--- src/rtl/cia_serialport_pkg.sv ---
// Shared types and widths for the CIA serial data port (SDR).
//   SDR_DATA_W : width of the SDR byte
//   SP_BITS_W  : width of the per-transfer bit counter (counts 0..8)
//   sp_state_e : output shifter state (idle / shifting)
package cia_serialport_pkg;

  localparam int unsigned SDR_DATA_W = 8;
  localparam int unsigned SP_BITS_W  = 4;

  typedef enum logic {
    SP_IDLE  = 1'b0,
    SP_SHIFT = 1'b1
  } sp_state_e;

endpackage

--- src/rtl/cia_serialport_if.sv ---
// CPU bus view of the SDR register.
//   wr       : bus write strobe
//   sdr      : SDR register select
//   data_in  : bus write data
//   data_out : bus read data (0x00 unless SDR is being read)
interface cia_serialport_if;
  import cia_serialport_pkg::*;

  logic                  wr;
  logic                  sdr;
  logic [SDR_DATA_W-1:0] data_in;
  logic [SDR_DATA_W-1:0] data_out;

  modport master (output wr, output sdr, output data_in, input  data_out);
  modport slave  (input  wr, input  sdr, input  data_in, output data_out);

endinterface

--- src/rtl/cia_serialport.sv ---
// 8520 CIA serial data port. Output mode shifts the SDR byte out MSB first,
// toggling CNT on every timer A underflow; input mode shifts SP in on CNT
// rising edges. Raises a one-cycle interrupt after every completed byte.
//   clk, reset  : system clock, synchronous active-high reset
//   i_clk7_en   : clock enable, all state updates gated by it
//   bus         : SDR register bus access (slave)
//   i_tmra_ovf  : timer A underflow strobe
//   i_spmode    : 1 = output, 0 = input
//   i_cnt_in    : CNT pin level
//   i_sp_in     : SP pin level
//   o_cnt_out   : CNT drive (output mode)
//   o_sp_out    : SP drive (output mode)
//   o_irq       : serial-port interrupt pulse
module cia_serialport
  import cia_serialport_pkg::*;
(
  input  logic            clk,
  input  logic            reset,
  input  logic            i_clk7_en,
  cia_serialport_if.slave bus,
  input  logic            i_tmra_ovf,
  input  logic            i_spmode,
  input  logic            i_cnt_in,
  input  logic            i_sp_in,
  output logic            o_cnt_out,
  output logic            o_sp_out,
  output logic            o_irq
);

  localparam int unsigned          BITS_PER_XFER = 8;
  localparam logic [SP_BITS_W-1:0] BITS_LAST     = SP_BITS_W'(BITS_PER_XFER - 1);

  sp_state_e             r_state;
  logic [SDR_DATA_W-1:0] r_sdr_buf;
  logic [SDR_DATA_W-1:0] r_shreg;
  logic [SP_BITS_W-1:0]  r_bits;
  logic                  r_pending;
  logic                  r_cnt_out;
  logic                  r_sp_out;
  logic                  r_irq;
  logic                  r_cnt_d;
  logic                  r_spmode_d;

  logic                  w_bus_wr;
  logic                  w_mode_chg;
  logic                  w_cnt_rise;
  logic [SDR_DATA_W-1:0] w_in_byte;

  assign w_bus_wr   = bus.sdr & bus.wr;
  assign w_mode_chg = i_spmode != r_spmode_d;
  assign w_cnt_rise = i_cnt_in & ~r_cnt_d;
  assign w_in_byte  = {r_shreg[SDR_DATA_W-2:0], i_sp_in};

  // Register read path is combinational from the buffer.
  assign bus.data_out = (bus.sdr & ~bus.wr) ? r_sdr_buf : '0;

  assign o_cnt_out = r_cnt_out;
  assign o_sp_out  = r_sp_out;
  assign o_irq     = r_irq;

  // Shifter, bit counter, buffer and interrupt state.
  always_ff @(posedge clk) begin
    if (reset) begin
      r_state    <= SP_IDLE;
      r_sdr_buf  <= '0;
      r_shreg    <= '0;
      r_bits     <= '0;
      r_pending  <= 1'b0;
      r_cnt_out  <= 1'b1;
      r_sp_out   <= 1'b1;
      r_irq      <= 1'b0;
      r_cnt_d    <= 1'b1;
      // Track the mode during reset so leaving reset is not seen as a switch.
      r_spmode_d <= i_spmode;
    end else if (i_clk7_en) begin
      r_irq      <= 1'b0;
      r_cnt_d    <= i_cnt_in;
      r_spmode_d <= i_spmode;

      if (w_bus_wr) begin
        r_sdr_buf <= bus.data_in;
        if (i_spmode) r_pending <= 1'b1;
      end

      if (w_mode_chg) begin
        // Abort any transfer; the buffer keeps its contents.
        r_state   <= SP_IDLE;
        r_bits    <= '0;
        r_pending <= 1'b0;
        r_cnt_out <= 1'b1;
      end else if (i_spmode) begin
        case (r_state)
          SP_IDLE: begin
            if (i_tmra_ovf && r_pending) begin
              // Loads the pre-write buffer; a colliding write stays pending.
              r_shreg   <= r_sdr_buf;
              r_sp_out  <= r_sdr_buf[SDR_DATA_W-1];
              r_cnt_out <= 1'b0;
              r_bits    <= '0;
              r_pending <= w_bus_wr;
              r_state   <= SP_SHIFT;
            end
          end
          SP_SHIFT: begin
            if (i_tmra_ovf) begin
              if (!r_cnt_out) begin
                r_cnt_out <= 1'b1;
                r_bits    <= r_bits + SP_BITS_W'(1);
                // Leave SHIFT on the 8th rise so a pending byte loads on the
                // very next underflow with no extra gap.
                if (r_bits == BITS_LAST) begin
                  r_irq   <= 1'b1;
                  r_state <= SP_IDLE;
                end
              end else begin
                r_cnt_out <= 1'b0;
                r_shreg   <= r_shreg << 1;
                r_sp_out  <= r_shreg[SDR_DATA_W-2];
              end
            end
          end
          default: r_state <= SP_IDLE;
        endcase
      end else begin
        r_state   <= SP_IDLE;
        r_cnt_out <= 1'b1;
        if (w_cnt_rise) begin
          r_shreg <= w_in_byte;
          if (r_bits == BITS_LAST) begin
            // Completion overrides a same-cycle bus write.
            r_sdr_buf <= w_in_byte;
            r_bits    <= '0;
            r_irq     <= 1'b1;
          end else begin
            r_bits <= r_bits + SP_BITS_W'(1);
          end
        end
      end
    end
  end

endmodule
--- src/flat_wrapper.sv ---
// flat-port wrapper written by rule: the top's interface ports become plain ports
module cia_serialport_flat import cia_serialport_pkg::*;
  (clk, reset, i_clk7_en, i_tmra_ovf, i_spmode, i_cnt_in, i_sp_in, o_cnt_out, o_sp_out, o_irq, bus_wr, bus_sdr, bus_data_in, bus_data_out);
  cia_serialport_if bus_i ();
  input  logic clk;
  input  logic reset;
  input  logic i_clk7_en;
  input  logic i_tmra_ovf;
  input  logic i_spmode;
  input  logic i_cnt_in;
  input  logic i_sp_in;
  output logic o_cnt_out;
  output logic o_sp_out;
  output logic o_irq;
  input wire logic [$bits(bus_i.wr)-1:0] bus_wr;
  input wire logic [$bits(bus_i.sdr)-1:0] bus_sdr;
  input wire logic [$bits(bus_i.data_in)-1:0] bus_data_in;
  output wire logic [$bits(bus_i.data_out)-1:0] bus_data_out;
  assign bus_i.wr = bus_wr;
  assign bus_i.sdr = bus_sdr;
  assign bus_i.data_in = bus_data_in;
  assign bus_data_out = bus_i.data_out;
  cia_serialport u_core (.clk(clk), .reset(reset), .i_clk7_en(i_clk7_en), .bus(bus_i), .i_tmra_ovf(i_tmra_ovf), .i_spmode(i_spmode), .i_cnt_in(i_cnt_in), .i_sp_in(i_sp_in), .o_cnt_out(o_cnt_out), .o_sp_out(o_sp_out), .o_irq(o_irq));
endmodule
--- config.mk ---
export PLATFORM = sky130hd
export DESIGN_NAME = cia_serialport_flat
export DESIGN_NICKNAME = d
export VERILOG_FILES = /design/src/rtl/cia_serialport_pkg.sv /design/src/rtl/cia_serialport_if.sv /design/src/rtl/cia_serialport.sv /design/src/flat_wrapper.sv
export SDC_FILE = /design/constraint.sdc
export NUM_CORES = 1
export LEC_CHECK = 0
export BUFFER_PORTS_ARGS = -buffer_cell sky130_fd_sc_hd__buf_2
export CORE_MARGIN = 3
export CORE_UTILIZATION = 35
export DETAILED_ROUTE_END_ITERATION = 12
export SYNTH_ARGS = -nofsm -noshare
export SYNTH_HDL_FRONTEND = slang
export SYNTH_SLANG_ARGS = --single-unit
export TNS_END_PERCENT = 10
--- constraint.sdc ---
create_clock -name clk -period 2.1 [get_ports clk]
set_input_delay 0.105 -clock clk [delete_from_list [all_inputs] [get_ports clk]]
set_output_delay 0.105 -clock clk [all_outputs]
set_load 0.02 [all_outputs]
# Word-level counts from Yosys, hierarchy flattened
# Cells that the tools add are included.
dict set report word_totals {
  in_bits 17
  output_inout_bits 11
  wordCells 89
  ff_bits 26
}
dict set report op_classes {
  n_mux 52
  n_bitwise 7
  n_reduce_logical 8
  n_addsub 1
  eq_ne 11
}
# cell n
set ops {}
lappend ops {{8-bit two-way mux} 6}
lappend ops {{7-bit two-way mux} 5}
lappend ops {{1-bit two-way mux} 29}
lappend ops {{4-bit two-way mux} 7}
lappend ops {{7-bit one-hot mux with 2 select lines} 1}
lappend ops {{6-bit AND reduction} 2}
lappend ops {{4-bit != test (second input constant)} 2}
lappend ops {{4-bit one-hot mux with 2 select lines} 1}
lappend ops {{3-bit != test (second input constant)} 2}
lappend ops {{1-bit one-hot mux with 2 select lines} 3}
lappend ops {{5-bit AND reduction} 1}
lappend ops {{4-bit by 1-bit adder with 4-bit output (second input constant)} 1}
lappend ops {{4-bit by 3-bit equality test with 1-bit output (second input constant)} 1}
lappend ops {{2-bit != test (second input constant)} 2}
lappend ops {{4-bit by 2-bit != test with 1-bit output (second input constant)} 1}
lappend ops {{1-bit NOT} 4}
lappend ops {{2-bit nonzero test} 2}
lappend ops {{1-bit bitwise AND} 3}
lappend ops {{3-bit by 2-bit != test with 1-bit output (second input constant)} 1}
lappend ops {{3-bit AND reduction} 1}
lappend ops {{3-bit nonzero test} 1}
lappend ops {{2-bit by 1-bit != test with 1-bit output (second input constant)} 1}
lappend ops {{1-bit logical AND} 1}
lappend ops {{1-bit != test} 1}

# Depth between registers and ports, before layout
# Gate-level depths: netlist of run 1.
dict set report depth {
  ltp_word 7
  depth_mapped 6
  mapped_depth_nobuf 5
}

# Least setup slack after synthesis of run 1
# OpenSTA, ideal clock, no wires.
dict set report synth_path {
  path_type {register to register}
  from {register u_core.r_spmode_d}
  to {register u_core.r_shreg[6]}
  slack_ns 0.417
  n_path_buf 1
  period_less_slack_ns 1.683
  t_required_ns 2.030
  arrival_time_ns 1.612
  stages_incl_launch_ff 7
  path_cell_list {edfxtp_1 ha_1 nor2b_1 o21ai_1 clkbuf_1 or3_1 a21oi_1}
}
dict set report synth_between {
  elab_chain_cells 3
}
# item line
set synth_rtl {}
lappend synth_rtl {{from (decl)} cia_serialport.sv:42} ;# logic r_spmode_d;
lappend synth_rtl {{from (signal assigned)} cia_serialport.sv:74} ;# r_spmode_d <= i_spmode;
lappend synth_rtl {{from (signal assigned)} cia_serialport.sv:78} ;# r_spmode_d <= i_spmode;
lappend synth_rtl {{1-bit != test} cia_serialport.sv:50} ;# assign w_mode_chg = i_spmode != r_spmode_d;
lappend synth_rtl {{1-bit NOT (no line)} --}
lappend synth_rtl {{6-bit AND reduction (no line)} --}
lappend synth_rtl {{to (signal assigned)} cia_serialport.sv:96} ;# r_shreg <= r_sdr_buf;
lappend synth_rtl {{to (signal assigned)} cia_serialport.sv:117} ;# r_shreg <= r_shreg << 1;
lappend synth_rtl {{to (signal assigned)} cia_serialport.sv:128} ;# r_shreg <= w_in_byte;
lappend synth_rtl {{to (decl)} cia_serialport.sv:35} ;# logic [SDR_DATA_W-1:0] r_shreg;
# No other way between the ends.
# A chain may end at the register's enable or synchronous reset.

# Worst setup path after layout of run 1
dict set report layout_path {
  from {register u_core.r_spmode_d}
  to {register u_core.r_shreg[0]}
}
# Same word-level chain as after synthesis.

==> results.txt, run 1 <==
----------------------------------------------------
[Flow run]
  MaxCap Viol Count ... 0

[STA]
  Endpoints failing hold ... 0
  Final setup TNS ... 0 ns
  Worst hold margin ... 0.0402 ns
  RSZ-0062 raised after global routing ... no
  Transition time at the pin with the least slew margin ... 0.517 ns
  Total count of max-transition violations in the final report ... 0
  Setup violators final ... 0
  Max frequency ... 0.551 GHz
  Max_slew headroom ... 65.4%
  Largest clock skew in the final design ... ~0.0059 ns
  Post-layout minimum cycle time ... ~1.8 ns
  Share of the clock period used by the worst path after layout ... a little under nine tenths

[Place]
  Detailed placement HPWL ... 2.74 mm
  Count of buffers from port buffering ... 27
  Instance count after placement with tap cells included ... 253
  Weighted congestion reported at the end of routability-driven placement ... 0.814

[Setup path]
  Slack of the worst reg-to-reg path ... 0.29 ns
  WP data arrival ... just over 2 ns
  Required time of the worst setup path ... between 2 and 2.5 ns
  FF-to-FF Start ... u_core.r_spmode_d$_DFFE_PP_
  CP endpoint kind ... register
  CP Max Fanout ... 14
  Worst r2r path cells ... 5
  Worst Setup Start Kind ... register
  Endpoint of the lowest-slack register-to-register path ... u_core.r_shreg[0]$_SDFFE_PP0P_
  Launch point of the critical path ... u_core.r_spmode_d$_DFFE_PP_
  Type of the worst setup path ... reg2reg

[Global routing]
  Wire length of the first global-routing pass ... 6.31 mm
  Total routing usage reported by global routing ... 15.4%
  Total overflow reported by the global router ... 0
  Number of antenna violations at the first check in global routing ... 0
  Vias in the first global route ... 1307
  Largest net degree at the start of global routing ... 26

[Clock tree]
  Number of instances resized during post-cts repair ... 0
  Post-CTS Setup Inserts ... 0
  CTS buffer count ... 3
  Max H-tree Level ... 1
  TritonCTS clock tree ... built
  Count of clock tree sinks ... 26
  Clock latency on the worst-skew pair ... 0.27 ns
  Cts hold-fix bufs ... 0
  Buffer depth of the longest clock path ... 2
  Cell at the root of the clock tree ... clkbuf_8
  Clock slew at the register clock pins of the worst setup and hold paths ... 0.10 ns

[Hold path]
  Hold Startpoint ... i_cnt_in
  Hold endpoint ... u_core.r_cnt_d$_SDFFE_PP1P_
  Worst min-delay path class ... in2reg
  Number of cells on the worst hold path ... 2

[Die]
  Die height ... 71.7 µm
  Placeable Area ... 0.00409 mm²
  Cell Rows ... 23
  Initial Util ... a little under two fifths
  Die extent in x ... 71.7 µm
  Top-level I/O count ... 28
  Total die area ... 0.00514 mm²

[Final layout]
  Fraction of layout cells with a size suffix above 1 ... a little under a fifth
  Nets ... 227
  Number of standard cells in the layout, taps in and fillers out ... 257
  Post-synthesis to final-layout area growth ... 14.8%
  Count of antenna diodes in the layout ... 0

[Route]
  DRC violations left ... 0
  Met2 layer wire length in the routed design ... 1.85 mm
  Number of routed nets with antenna violations ... 0
  Via count ... 1428
  Met3 WL post-DR ... approximately 120 µm
  Top routing layer in use ... met4
  Final wirelength ... 3.89 mm
  Routed length on met1 ... 1.89 mm
  Detailed-route wire length per cell ... 15.2 µm
  Initial detailed-routing violation count ... 75
  Vias per Instance ... roughly 5.6
  First drt pass iteration count ... 4

[Power]
  Power density over the cells ... 595 mW/mm²
  Worst IR Drop VDD ... 0.286 mV
  Standby leakage power ... 0.000646 µW
  Final total power ... 1030 µW

[Yosys]
  Number of storage elements in the synthesis netlist ... 26
  Sequential fraction of the synthesis area ... 35.1%
  Ys Warns ... 0
  Number of nets produced by synthesis ... 204
  Primary FF master, synth ... dfxtp_1
  Number of instances in the synthesized netlist ... about 190
  Number of distinct library cells after synthesis ... 41
  Post-synthesis instance area ... 0.00151 mm²
  Syn Area/Cell ... 8.17 µm²
  Count of flip-flops with a built-in enable after synthesis ... 1
  FFs w/ async S/R, synth ... 0%

[Outcome]
  Status ... completed

----------------------------------------------------
-- layout make-up --
| cell class | instances | area, µm² |
|---|---|---|
| Clock buffer | 4 | 66.3 |
| Fill cell | 432 | 2350 |
| Inverter | 2 | 7.51 |
| Multi-Input combinational cell | 145 | 911 |
| Sequential cell | 26 | 531 |
| Tap cell | 50 | 62.6 |
| Timing Repair Buffer | 30 | 158 |
-- worst max path at each step --
stage,to,depth (start not counted)
floorplan,u_core.r_shreg[6]$_SDFFE_PP0P_,6
global placement,u_core.r_shreg[6]$_SDFFE_PP0P_,5
detailed placement,u_core.r_shreg[0]$_SDFFE_PP0P_,5
CTS,u_core.r_shreg[0]$_SDFFE_PP0P_,5
global route,u_core.r_shreg[6]$_SDFFE_PP0P_,5
finish,u_core.r_shreg[0]$_SDFFE_PP0P_,5
-- power breakdown --
group          switching (µW)  internal (µW)  leakage [µW]
registers                8.42            507      0.000213
clock network             167            207     0.0000339
logic                    87.7           54.8      0.000400
-- layer usage --
layer	track usage (%)	vias up
met5	0	-
met4	5.01	0
met3	2.24	4
met2	24.8	21
met1	21.1	678
li1	-	725
-- synth_stat cells, drive strengths merged, types with 3 or more instances --
| cell | count | area [µm²] |
|---|---|---|
| nand3 | 13 | 65.1 |
| and2 | 8 | 50.1 |
| nor2b | 6 | 37.5 |
| a21oi | 13 | 65.1 |
| nand4 | 3 | 18.8 |
| buf | 6 | 43.8 |
| nor2 | 9 | 33.8 |
| nor3 | 5 | 25.0 |
| nand2 | 11 | 41.3 |
| or3 | 7 | 43.8 |
| and3 | 6 | 37.5 |
| a31oi | 3 | 18.8 |
| o21ai | 15 | 75.1 |
| dfxtp | 25 | 500 |
| mux2i | 8 | 80.1 |
| nand2b | 10 | 62.6 |
| o32ai | 6 | 52.6 |
| clkbuf | 6 | 22.5 |
-- worst max-delay path: stages, from the launching register on --
cell and delay, ns:
edfxtp_1 0.38, ha_1 0.37, nor2b_1 0.26, o21ai_2 0.20, or3_1 0.38, a21oi_1 0.15
-- metrics by stage --
stage	setup WS [ns]	utilization [%]	cell area, µm²
final	0.287	42.5	1740
after global routing	0.158	42.5	1740
after CTS	0.180	42.4	1730
after detailed placement	0.198	40.8	1670
after global placement	0.306	40.8	1670
after floorplan	0.417	-	1510
-- sequential cells by signal (all words and copies together), names as in the netlist --
signal,count
u_core.r_spmode_d,1
u_core.r_shreg,7
u_core.r_bits,4
u_core.r_sdr_buf,8
u_core.o_irq,1
u_core.r_state,1
u_core.r_pending,1
u_core.o_sp_out,1
u_core.r_cnt_d,1
u_core.o_cnt_out,1
-- placed cells by master (no fill, tap or decap), types with 5 or more instances in the layout --
cell type	count
and3_1	6
buf_2	27
nor2b_1	6
nand3_1	13
and2_1	8
mux2i_1	8
nor2_1	9
o32ai_1	6
nand2b_1	10
or3_1	7
o21ai_0	14
nor3_1	5
a21oi_1	13
dfxtp_1	25
nand2_1	11
-- cell families (layout without fill, tap and decap cells) --
| kind of cell | after synthesis | in the layout | synth area share, % |
|---|---|---|---|
| and+or+nand+nor | 84 | 84 | 31.1 |
| AOI/OAI and AO/OA | 50 | 50 | 20.9 |
| DFF | 26 | 26 | 35.1 |
| buffers and inverters | 14 | 36 | 4.88 |
| muxes | 9 | 9 | 6.29 |
| adders and majority gates | 2 | 2 | 1.66 |
No activity file was read; power rests on OpenSTA's default activity.
==> inputs of run 2 (changes only) <==
Settings changed: CELL_PAD_IN_SITES_DETAIL_PLACEMENT from default to 0, CELL_PAD_IN_SITES_GLOBAL_PLACEMENT from default to 1, PLACE_DENSITY_LB_ADDON from default to 0.1.
Clock period 2.1 ns to 1.8 ns, I/O delays scaled along.
==> run 2 against run 1 <==
  * Highest routed layer unchanged
  * Sequential share of layout area decreased by 0.92 points
  * Largest power group unchanged
  * First-iteration DRC count increased by 2.7%
  * Sequential power increased by 17%
==> results.txt, run 2 (synthesis gave the netlist of run 1 again) <==
----------------------------------------------------
[Setup path]
  CP Max Fanout ... 14 (unchanged)
  Slack of the worst reg-to-reg path ... 0.11 ns (-0.18 ns)
  Slowest cell on the critical path ... or3_1
  FF-to-FF Start ... u_core.r_spmode_d$_DFFE_PP_
  Category of cells accounting for the largest share of critical-path delay ... simple AND/OR/NAND/NOR gates
  Required time of the worst setup path ... 2.00 ns (-0.31 ns)
  CP endpoint kind ... register
  Critical path, cell by cell ... ha_1 -> nor2b_1 -> o21ai_2 -> or3_1 -> a21oi_1
  Largest stage delay on the critical path ... 0.39 ns (about the same)
  Endpoint of the lowest-slack register-to-register path ... u_core.r_shreg[5]$_SDFFE_PP0P_
  WP data arrival ... 1.89 ns (-0.13 ns)
  Worst r2r path cells ... 5 (unchanged)
  Count of buffer and inverter cells on the critical path ... 0 (unchanged)
  Worst Setup Start Kind ... register
  Type of the worst setup path ... reg2reg

[Final layout]
  Commonest non-fill, non-tap cells in the layout ... buf_2, dfxtp_1, o21ai_0
  Number of filler instances in the final layout ... 407 (-5.8%)
  Largest registers ... u_core.r_sdr_buf x8, u_core.r_shreg x7, u_core.r_bits x4
  Leading cell type in the layout, fill and taps excluded ... buf_2
  Post-Layout Inst Area ... 0.00179 mm² (+3.1%)
  Top reg by flops ... u_core.r_sdr_buf
  Fraction of layout cells with a size suffix above 1 ... 20.7% (+2.3 points)
  Count of antenna diodes in the layout ... 0 (unchanged)
  Nets ... 233 (+2.6%)
  Post-synthesis to final-layout area growth ... 18.4%
  Max reg flops ... 8 (unchanged)

[Power]
  Worst IR Drop VDD ... 0.271 mV (-5.5%)
  Power density over the cells ... 650 mW/mm² (+9.3%)
  Standby leakage power ... 0.000682 µW (+5.5%)
  Final total power ... 1160 µW (+13%)

[Die]
  Die extent in x ... 71.7 µm (unchanged)
  Die height ... 71.7 µm (unchanged)
  Total die area ... 0.00514 mm² (unchanged)
  Initial Util ... 37.0% (unchanged)
  Top-level I/O count ... 28 (unchanged)
  Placeable Area ... 0.00409 mm² (unchanged)
  Cell Rows ... 23 (unchanged)

[STA]
  Endpoints failing hold ... 0 (unchanged)
  Transition time at the pin with the least slew margin ... 0.518 ns (+0.000360 ns)
  Final worst slack ... 0.109 ns (-0.178 ns)
  Total count of max-transition violations in the final report ... 0 (unchanged)
  Max frequency ... 0.591 GHz (+7.2%)
  Worst hold margin ... 0.0352 ns (-0.00496 ns)
  Share of the clock period used by the worst path after layout ... 94.0% (+7.6 points)
  Setup violators final ... 0 (unchanged)
  Max_slew headroom ... 65.4% (-0.081 points)
  Largest clock skew in the final design ... 0.00374 ns (-0.00212 ns)
  Post-layout minimum cycle time ... 1.69 ns (-0.122 ns)
  RSZ-0062 raised after global routing ... yes

[Place]
  Count of buffers from port buffering ... 27 (unchanged)
  Placed Instance Area ... 0.00172 mm² (+3.5%)
  Setup slack after placement ... -0.000122 ns (-0.198 ns)
  Weighted congestion reported at the end of routability-driven placement ... 0.817 (+0.37%)
  Detailed placement HPWL ... 3.04 mm (+11%)

[Route]
  Via count ... 1457 (+2.0%)
  Vias per Instance ... 5.54 (-0.30%)
  Detailed-route wire length per cell ... 15.3 µm (+0.88%)
  Initial detailed-routing violation count ... 77 (+2.7%)
  DRC violations left ... 0 (unchanged)
  First drt pass iteration count ... 4 (unchanged)
  Final wirelength ... 4.02 mm (+3.2%)
  Number of routed nets with antenna violations ... 0 (unchanged)

[Flow run]
  MaxCap Viol Count ... 0 (unchanged)

[Clock tree]
  Count of clock tree sinks ... 26 (unchanged)
  Cell at the root of the clock tree ... clkbuf_8
  Number of instances resized during post-cts repair ... 1 (+1)
  Buffer depth of the longest clock path ... 2 (unchanged)
  Clock slew at the register clock pins of the worst setup and hold paths ... 0.09 ns (about the same)
  Clock latency on the worst-skew pair ... 0.27 ns (about the same)
  Cts hold-fix bufs ... 0 (unchanged)
  CTS buffer count ... 3 (unchanged)
  TritonCTS clock tree ... built
  Max H-tree Level ... 1 (unchanged)
  Post-CTS Setup Inserts ... 0 (unchanged)

[Hold path]
  Number of cells on the worst hold path ... 2 (unchanged)
  Hold endpoint ... u_core.r_cnt_d$_SDFFE_PP1P_
  Worst min-delay path class ... in2reg
  Hold Startpoint ... i_cnt_in

[Global routing]
  Vias in the first global route ... 1439 (+10%)
  Total routing usage reported by global routing ... 16.6% (+1.2 points)
  Number of antenna violations at the first check in global routing ... 0 (unchanged)
  Largest net degree at the start of global routing ... 17 (-35%)
  Total overflow reported by the global router ... 0 (unchanged)
  Wire length of the first global-routing pass ... 6.88 mm (+9.0%)

[Outcome]
  Status ... completed

----------------------------------------------------
## run 2: power by group
part           total [µW]  internal (µW)  switching (µW)
Clock                 384            196             188
Combinational         178           74.8             104
Sequential            601            591            9.64
Total                1160            862             301
## run 2: area by class of cell
| type | count | area [µm²] | share of cell area (%) |
|---|---|---|---|
| repair buffers | 36 | 215 | 12.0 |
| inverters | 2 | 7.51 | 0.420 |
| clock buffers | 4 | 55.1 | 3.08 |
| multi-input cells | 145 | 918 | 51.3 |
| well taps | 50 | 62.6 | 3.50 |
| flip-flops and latches | 26 | 531 | 29.7 |
## run 2: metal layers
metal	wire length, µm	part of all wire [%]	up-vias	global-route usage [%]
met5	0	0	-	0
met4	37	0.92	0	4.80
met3	128	3.2	4	3.09
met2	1970	49	22	28.2
met1	1880	47	698	21.5
li1	-	-	733	-
## run 2: metrics by stage
stage,util [%],std cells,setup TNS [ns]
CTS,43.6,263,0
global placement,42.2,259,0
finish,43.8,263,0
floorplan,-,185,0
detailed placement,42.2,259,-0.000122
global route,43.8,263,-0.0945
## run 2: how the worst max path moves through the flow
stage | end | slack (ns) | cells past startpoint | startpoint
after floorplan | u_core.r_shreg[6]$_SDFFE_PP0P_ | 0.12 | 6 | u_core.r_spmode_d$_DFFE_PP_
after global placement | u_core.r_shreg[0]$_SDFFE_PP0P_ | 0.11 | 5 | u_core.r_spmode_d$_DFFE_PP_
after detailed placement | u_core.r_shreg[5]$_SDFFE_PP0P_ | -0.0001 | 5 | u_core.r_spmode_d$_DFFE_PP_
after CTS | u_core.r_shreg[5]$_SDFFE_PP0P_ | 0.1 | 5 | u_core.r_spmode_d$_DFFE_PP_
after global routing | u_core.r_shreg[1]$_SDFFE_PP0P_ | -0.03 | 5 | u_core.r_spmode_d$_DFFE_PP_
final | u_core.r_shreg[5]$_SDFFE_PP0P_ | 0.11 | 5 | u_core.r_spmode_d$_DFFE_PP_
==> inputs of run 3 (changes only) <==
Clock period 1.8 ns to 1.5 ns, I/O delays scaled along.
==> run 3 against run 2 <==
  * The flow now finishes with violations (setup timing)
  * Worst setup slack got worse by 0.20 ns
  * Non-clock buffer count rose by 13
  * Utilization rose by 4.3 points
  * Clock power rose by 5.5%
  * Via count rose by 4.0%
  * Count of clock-buffer cells in the layout did not move
  * Total power rose by 21%
  * Sequential power rose by 20%
  * Clock skew rose by 0.012 ns
  * Sequential share of layout area fell by 2.7 points
  * Largest cell class unchanged
  * Largest power group unchanged
==> results.txt, run 3 (synthesis gave the netlist of run 1 again) <==
----------------------------------------------------
[Outcome]
  Status ... finished, violations left
  Failing checks ... setup timing

[Setup path]
  Critical path, cell by cell ... ha_4 -> nor2b_4 -> o21ai_4 -> or3_1 -> a21oi_2
  Worst Setup Start Kind ... register
  Category of cells accounting for the largest share of critical-path delay ... simple AND/OR/NAND/NOR gates
  Count of buffer and inverter cells on the critical path ... 0 (unchanged)
  Slowest cell on the critical path ... edfxtp_1
  Type of the worst setup path ... reg2reg
  Largest stage delay on the critical path ... 0.43 ns (+0.04 ns)
  CP Max Fanout ... 6 (-8)
  WP data arrival ... 1.81 ns (-0.08 ns)
  Required time of the worst setup path ... 1.72 ns (-0.28 ns)
  CP endpoint kind ... register

[Global routing]
  Total routing usage reported by global routing ... 16.4% (-0.18 points)
  Vias in the first global route ... 1434 (-0.35%)
  Number of antenna violations at the first check in global routing ... 0 (unchanged)
  Largest net degree at the start of global routing ... 17 (unchanged)
  Total overflow reported by the global router ... 0 (unchanged)
  Wire length of the first global-routing pass ... 6.87 mm (-0.10%)

[Final layout]
  Top reg by flops ... u_core.r_sdr_buf
  Leading cell type in the layout, fill and taps excluded ... buf_2
  Commonest non-fill, non-tap cells in the layout ... buf_2, dfxtp_1, buf_4
  Final core occ ... 48.1% (+4.3 points)
  Count of antenna diodes in the layout ... 0 (unchanged)
  Largest registers ... u_core.r_sdr_buf x8, u_core.r_shreg x7, u_core.r_bits x4
  Post-synthesis to final-layout area growth ... 30.0%
  Fraction of layout cells with a size suffix above 1 ... 31.3% (+11 points)
  Max reg flops ... 8 (unchanged)
  Nets ... 247 (+6.0%)

[Die]
  Die height ... 71.7 µm (unchanged)
  Placeable Area ... 0.00409 mm² (unchanged)
  Die extent in x ... 71.7 µm (unchanged)
  Top-level I/O count ... 28 (unchanged)
  Total die area ... 0.00514 mm² (unchanged)
  Cell Rows ... 23 (unchanged)
  Initial Util ... 37.0% (unchanged)

[Clock tree]
  CTS buffer count ... 3 (unchanged)
  Max H-tree Level ... 1 (unchanged)
  Clock latency on the worst-skew pair ... 0.27 ns (about the same)
  Count of clock tree sinks ... 26 (unchanged)
  TritonCTS clock tree ... built
  Cts hold-fix bufs ... 0 (unchanged)
  Buffer depth of the longest clock path ... 2 (unchanged)
  Cell at the root of the clock tree ... clkbuf_8
  Post-CTS Setup Inserts ... 0 (unchanged)
  Clock slew at the register clock pins of the worst setup and hold paths ... 0.10 ns (about the same)

[STA]
  Post-layout minimum cycle time ... 1.60 ns (-0.0959 ns)
  RSZ-0062 raised after global routing ... yes
  Transition time at the pin with the least slew margin ... 0.522 ns (+0.00457 ns)
  Max_slew headroom ... 65.1% (-0.31 points)
  Total count of max-transition violations in the final report ... 0 (unchanged)
  Endpoints failing hold ... 0 (unchanged)
  Setup violators final ... 19 (+19)
  Final setup TNS ... -0.846 ns (-0.846 ns)
  Share of the clock period used by the worst path after layout ... 106% (+12 points)
  Final worst slack ... -0.0952 ns (-0.204 ns)
  Max frequency ... 0.627 GHz (+6.0%)
  Largest clock skew in the final design ... 0.0152 ns (+0.0115 ns)

[Power]
  Power density over the cells ... 713 mW/mm² (+9.8%)
  Standby leakage power ... 0.000759 µW (+11%)
  Worst IR Drop VDD ... 0.448 mV (+65%)

[Flow run]
  MaxCap Viol Count ... 0 (unchanged)

[Route]
  Detailed-route wire length per cell ... 15.4 µm (+0.73%)
  Via count ... 1516 (+4.0%)
  Vias per Instance ... 5.47 (-1.2%)
  Routed length on met1 ... 2.15 mm (+14%)
  Met2 layer wire length in the routed design ... 1.95 mm (-0.81%)
  DRC violations left ... 0 (unchanged)
  Top routing layer in use ... met4
  Met3 WL post-DR ... 135 µm (+5.5%)
  Number of routed nets with antenna violations ... 0 (unchanged)
  Final wirelength ... 4.27 mm (+6.1%)
  Initial detailed-routing violation count ... 53 (-31%)
  First drt pass iteration count ... 4 (unchanged)

[Place]
  Detailed placement HPWL ... 3.11 mm (+2.0%)
  Setup slack after placement ... -0.0570 ns (-0.0569 ns)
  Count of buffers from port buffering ... 27 (unchanged)
  Weighted congestion reported at the end of routability-driven placement ... 0.864 (+5.7%)

[Hold path]
  Worst min-delay path class ... in2reg

----------------------------------------------------
[run 3: final cells by class]
type                    count  area, µm²
repair buffers             49        313
multi-input cells         146       1010
flip-flops and latches     26        531
well taps                  50       62.6
clock buffers               4       45.0
fillers                   413       2120
inverters                   2       7.51
[run 3: per-stage QoR]
| stage | total power (µW) | area (µm²) | instances | hold slack, ns |
|---|---|---|---|---|
| 2_1_floorplan | 883 | 1540 | 185 | 0.174 |
| 3_3_place_gp | 980 | 1840 | 272 | 0.299 |
| 3_5_place_dp | 984 | 1840 | 272 | 0.304 |
| 4_1_cts | 1410 | 1910 | 276 | 0.00785 |
| 5_1_grt | 1470 | 1970 | 277 | 0.0196 |
| 6_report | 1400 | 1970 | 277 | 0.0147 |
[run 3: what timing repair did]
item / 4_1_cts / 5_1_grt
pin swaps: 1 / 13
cloned: 0 / 1
endpoints found under the setup margin: 18 / 23
gates resized for setup: 5 / 11
[run 3: metal layers]
layer | vias up | global-route usage, %
met1 | 725 | 23.7
met5 | - | 0
met2 | 23 | 25.8
li1 | 766 | -
met4 | 0 | 3.13
met3 | 2 | 2.95
[run 3: report_power, final]
part / switching [µW] / total, µW / internal, µW
Clock: 215 / 405 / 190
Sequential: 12.6 / 722 / 710
Combinational: 147 / 275 / 128
Total: 375 / 1400 / 1030
[run 3: worst paths after layout]
check | cells past startpoint | from | slack, ns | endpoint
setup / recovery | 5 | u_core.r_spmode_d$_DFFE_PP_ | -0.1 | u_core.r_shreg[2]$_SDFFE_PP0P_
hold / removal | 2 | i_cnt_in | 0.01 | u_core.r_cnt_d$_SDFFE_PP1P_
setup reg to reg | 5 | u_core.r_spmode_d$_DFFE_PP_ | -0.1 | u_core.r_shreg[2]$_SDFFE_PP0P_
hold reg to reg | 2 | u_core.o_irq$_SDFFE_PP0P_ | 0.46 | u_core.o_irq$_SDFFE_PP0P_
